--- src/rtl/lc3b_types.sv ---
// Shared LC-3b widths plus the cache arbiter's state and requester encodings.
package lc3b_types;

    typedef logic [15:0]  lc3b_word;
    typedef logic [127:0] lc3b_block;

    typedef enum logic [1:0] {
        IDLE    = 2'd0,
        GRANT_I = 2'd1,
        GRANT_D = 2'd2,
        RELEASE = 2'd3
    } arb_state_t;

    typedef enum logic {
        ARB_REQ_I = 1'b0,
        ARB_REQ_D = 1'b1
    } arb_req_t;

endpackage

--- src/rtl/cache_arbiter.sv ---
// Shares one physical-memory port between the L1 I-cache and D-cache,
// one whole-line transaction at a time, ties broken round-robin.
module cache_arbiter
    import lc3b_types::*;
(
    input  logic      clk,
    input  logic      reset,

    input  logic      i_pmem_read,
    input  lc3b_word  i_pmem_address,
    output lc3b_block i_pmem_rdata,
    output logic      i_pmem_resp,

    input  logic      d_pmem_read,
    input  logic      d_pmem_write,
    input  lc3b_word  d_pmem_address,
    input  lc3b_block d_pmem_wdata,
    output lc3b_block d_pmem_rdata,
    output logic      d_pmem_resp,

    output logic      pmem_read,
    output logic      pmem_write,
    output lc3b_word  pmem_address,
    output lc3b_block pmem_wdata,
    input  lc3b_block pmem_rdata,
    input  logic      pmem_resp,

    output logic      arb_conflict_inc
);

    arb_state_t state_q, state_d;
    arb_req_t   last_q, last_d;
    logic       i_req, d_req;

    assign i_req = i_pmem_read;
    assign d_req = d_pmem_read | d_pmem_write;

    assign i_pmem_rdata = pmem_rdata;
    assign d_pmem_rdata = pmem_rdata;

    always_ff @(posedge clk or posedge reset) begin
        if (reset) begin
            state_q <= IDLE;
            last_q  <= ARB_REQ_I;
        end else begin
            state_q <= state_d;
            last_q  <= last_d;
        end
    end

    always_comb begin
        state_d = state_q;
        last_d  = last_q;
        unique case (state_q)
            IDLE: begin
                if (i_req && d_req)
                    state_d = (last_q == ARB_REQ_I) ? GRANT_D : GRANT_I;
                else if (i_req)
                    state_d = GRANT_I;
                else if (d_req)
                    state_d = GRANT_D;
            end
            GRANT_I: begin
                if (pmem_resp) begin
                    last_d  = ARB_REQ_I;
                    state_d = RELEASE;
                end
            end
            GRANT_D: begin
                if (pmem_resp) begin
                    last_d  = ARB_REQ_D;
                    state_d = RELEASE;
                end
            end
            RELEASE: state_d = IDLE;
            default: state_d = IDLE;
        endcase
    end

    // Strobes follow the live request lines of whichever side holds the grant.
    always_comb begin
        pmem_read        = 1'b0;
        pmem_write       = 1'b0;
        pmem_address     = '0;
        pmem_wdata       = '0;
        i_pmem_resp      = 1'b0;
        d_pmem_resp      = 1'b0;
        arb_conflict_inc = 1'b0;
        unique case (state_q)
            IDLE: arb_conflict_inc = i_req & d_req & ~reset;
            GRANT_I: begin
                pmem_read    = i_pmem_read;
                pmem_address = i_pmem_address;
                i_pmem_resp  = pmem_resp;
            end
            GRANT_D: begin
                pmem_read    = d_pmem_read;
                pmem_write   = d_pmem_write;
                pmem_address = d_pmem_address;
                pmem_wdata   = d_pmem_wdata;
                d_pmem_resp  = pmem_resp;
            end
            default: ;
        endcase
    end

endmodule
--- config.mk ---
export PLATFORM = sky130hd
export DESIGN_NAME = cache_arbiter
export DESIGN_NICKNAME = d
export VERILOG_FILES = /design/src/rtl/lc3b_types.sv /design/src/rtl/cache_arbiter.sv
export SDC_FILE = /design/constraint.sdc
export NUM_CORES = 1
export LEC_CHECK = 0
export ABC_AREA = 1
export CORE_AREA = 5 5 266 268
export CTS_CLUSTER_DIAMETER = 150
export DETAILED_ROUTE_END_ITERATION = 10
export DIE_AREA = 0 0 271 273
export PLACE_DENSITY_LB_ADDON = 0.25
export SLEW_MARGIN = 10
export SYNTH_ARGS = -nofsm -noshare
export SYNTH_HDL_FRONTEND = slang
export SYNTH_SLANG_ARGS = --single-unit
--- constraint.sdc ---
create_clock -name clk -period 1.5 [get_ports clk]
set_input_delay 0.225 -clock clk [delete_from_list [all_inputs] [get_ports clk]]
set_output_delay 0.225 -clock clk [all_outputs]
set_load 0.02 [all_outputs]
==> results of run 1 <==
worst reg2reg max path: stages, from the launching register on:
cell       delay (ns)
dfrtp_1          0.40
buf_4            0.16
ha_4             0.17
buf_6            0.13
clkbuf_16        0.15
nand2_1          0.05
inv_1            0.06
buf_4            0.12
o21ai_0          0.14
through the flow:
step	std cells	worst slack, ns	total power, mW	setup TNS (ns)
final	1607	-0.3757	12.56	-38.50
after global routing	1607	-0.4320	13.25	-47.70
after CTS	1581	-0.4086	8.507	-46.72
after detailed placement	1574	-0.6277	8.198	-69.67
after global placement	1574	-0.6337	8.310	-70.92
after floorplan	624	0.02250	5.023	0
sequential cells by signal (all words and copies together) (netlist names):
name and count:
last_q 1, state_q 2
final cells by class:
class | instances | area share [%]
well taps | 882 | 14.70
repair buffers | 372 | 54.26
multi-input cells | 208 | 21.83
inverters | 138 | 7.165
flip-flops and latches | 3 | 0.9998
clock buffers | 4 | 1.050
Yosys cell counts:
cell,n
inv_1,137
dfrtp_1,3
nand2_1,177
o21ai_0,2
nand3_1,2
buf_4,259
buf_2,16
ha_1,5
nor2_1,5
clkinv_1,1
a21oi_1,17
cell families after synthesis:
family | after synthesis | share of synthesized area, %
and+or+nand+nor | 184 | 19.99
adders and majority gates | 5 | 1.804
AOI/OAI and AO/OA | 19 | 2.742
buffers and inverters | 413 | 73.30
DFF | 3 | 2.164
report_power, final:
part	internal (mW)	switching, mW	leakage [nW]
Sequential	0.127	0.0354	0.0348
Clock	0.351	0.0709	0.0382
Combinational	5.80	6.17	3.79
timing repair:
item / 4_1_cts / 5_1_grt
cloned: 1 / 15
setup endpoints to repair: 149 / 151
gates resized for setup: 475 / 590
buffers inserted: 2 / 11
pin swaps: 1 / 10
worst max-delay path by stage:
stage | from | end | slack (ns)
final | state_q[1] | pmem_wdata[117] | -0.38
after global routing | state_q[0] | pmem_wdata[40] | -0.43
after CTS | state_q[1] | pmem_wdata[102] | -0.41
after detailed placement | state_q[0] | pmem_wdata[110] | -0.63
after global placement | state_q[0] | pmem_wdata[110] | -0.63
after floorplan | state_q[0] | pmem_address[11] | 0.02
metal layers:
layer	part of all wire [%]	GRT usage (%)
met4	6.1	2.467
met2	50	7.490
met3	18	3.433
met1	26	3.022
met5	0.23	0.5921
==> reports/results.tsv, run 1 <==
stage	metric	value	unit
run_status	status	finished with violations	
run_status	violations	setup timing	
critical_path	r2r_slack	0.04	ns
placed_design	dp_hpwl	14.95	mm
critical_path	worstPathArrival	1.65	ns
critical_path	r2r_end	last_q	
floorplan	core_area	0.06811	mm²
clock_network	clock_path_buffers	2	
detailed_routing	dr.pass1.iters	4	
floorplan	die_w	271	µm
cells_and_area	diodes	0	
detailed_routing	viasPerCell	2.383	
timing	setup_viol	149	
synthesis	synth.area.top_cells	buf_4 56%, nand2_1 19%, inv_1 15%	
detailed_routing	totalWireLength	20.15	mm
floorplan	rows	96	
clock_network	path_clk_slew	0.03	ns
timing	final-hold-violation-count	0	
cells_and_area	final_core_util	11.02	%
placed_design	port_buffers	314	
clock_network	numCtsBuffers	3	
critical_path	critPathKind	reg2out	
timing	fmax	0.5331	GHz
timing	tightest_slew	0.3444	ns
timing	hold_ws	0.4182	ns
critical_path	path_buf_inv	6	
critical_path	start_kind	flop	
detailed_routing	drt-initial-drc-count	53	
flow_run	cap_violations	0	
hold_path	hold_class	in2async	
cells_and_area	drive_above_1_share	58.34	%
synthesis	synth_top_area_share	56.06	%
synthesis	synth_warnings	0	
critical_path	cp.depth	8	
grt	grt_pass1_wl	24.04	mm
cells_and_area	seqCellArea	75.07	µm²
floorplan	ioPinCount	699	
floorplan	die_h	273	µm
placed_design	routabilityCongestion	0.7758	
clock_network	hold_buffers	0	
detailed_routing	detail-route-antenna-nets	0	
cells_and_area	layout_commonest_cell	clkdlybuf4s50_1	
critical_path	cpPeakStageDelay	0.40	ns
floorplan	dieArea	0.07398	mm²
cells_and_area	multi_input_area	0.001639	mm²
critical_path	r2r_cells	8	
placed_design	placed_cell_area	0.006075	mm²
grt	grt_pass1_vias	4190	
detailed_routing	routed-via-count	3830	
critical_path	worstPathMaxFanout	5	
synthesis	ys_seq_elements	3	
cells_and_area	nNetsFinal	1025	
cells_and_area	fill_cells	7817	
clock_network	numClockSinks	3	
timing	finClkSkew	0.00007343	ns
synthesis	synth_cells	624	
critical_path	crit_family	buffers and inverters	
clock_network	h-tree-depth	1	
cells_and_area	final_area	0.007508	mm²
grt	overflow	0	
critical_path	cp.required	1.27	ns
critical_path	slowest_stage	dfrtp_1	
power	ir_drop	1.293	mV
synthesis	syn-cell-area	0.003468	mm²
grt	grt_max_degree	42	
power	powerDensity	1672	mW/mm²
cells_and_area	layout_common_cells	165 x clkdlybuf4s50_1, 120 x buf_6, 84 x inv_2	
grt	antenna_found_initial	0	
grt	track_usage	4.202	%
synthesis	ys_seq_area_share	2.165	%
timing	rsz0062_at_grt	true	
detailed_routing	drc	0	
synthesis	synth_nets	923	
critical_path	path_cells	buf_6 > ha_4 > buf_12 > clkbuf_16 > clkbuf_16 > nand2_4 > inv_4 > buf_6	
timing	fin_crit	1.876	ns
floorplan	start_util	5.093	%
clock_network	cts_root_buffer	clkbuf_16	
synthesis	ys_types	11	
synthesis	avgSynthCellArea	5.558	µm²
timing	setup_ws	-0.3757	ns
cells_and_area	syn_to_final_growth	116.5	%
detailed_routing	wire_per_inst	12.54	µm
clock_network	insertion_delay	0.22	ns
timing	max-slew-margin-rel	76.97	%
timing	drv_slew	0	
timing	fin_crit_sh	125.0	%
clock_network	cts_tree	done	
synthesis	yosysTopAreaCell	buf_4	
critical_path	endpoint_kind	output pin	
critical_path	worstReg2RegStart	state_q[0]	
power	p_leak	3.861	nW
Power figures use the tool's default switching activity.
==> inputs of run 2 (changes only) <==
--- a/config.mk
+++ b/config.mk
@@ -11,7 +11,6 @@
 export DETAILED_ROUTE_END_ITERATION = 10
 export DIE_AREA = 0 0 271 273
 export PLACE_DENSITY_LB_ADDON = 0.25
-export SLEW_MARGIN = 10
 export SYNTH_ARGS = -nofsm -noshare
 export SYNTH_HDL_FRONTEND = slang
 export SYNTH_SLANG_ARGS = --single-unit
==> results of run 2 <==
No change in the layout: final DEF, timing and power equal those of run 1.
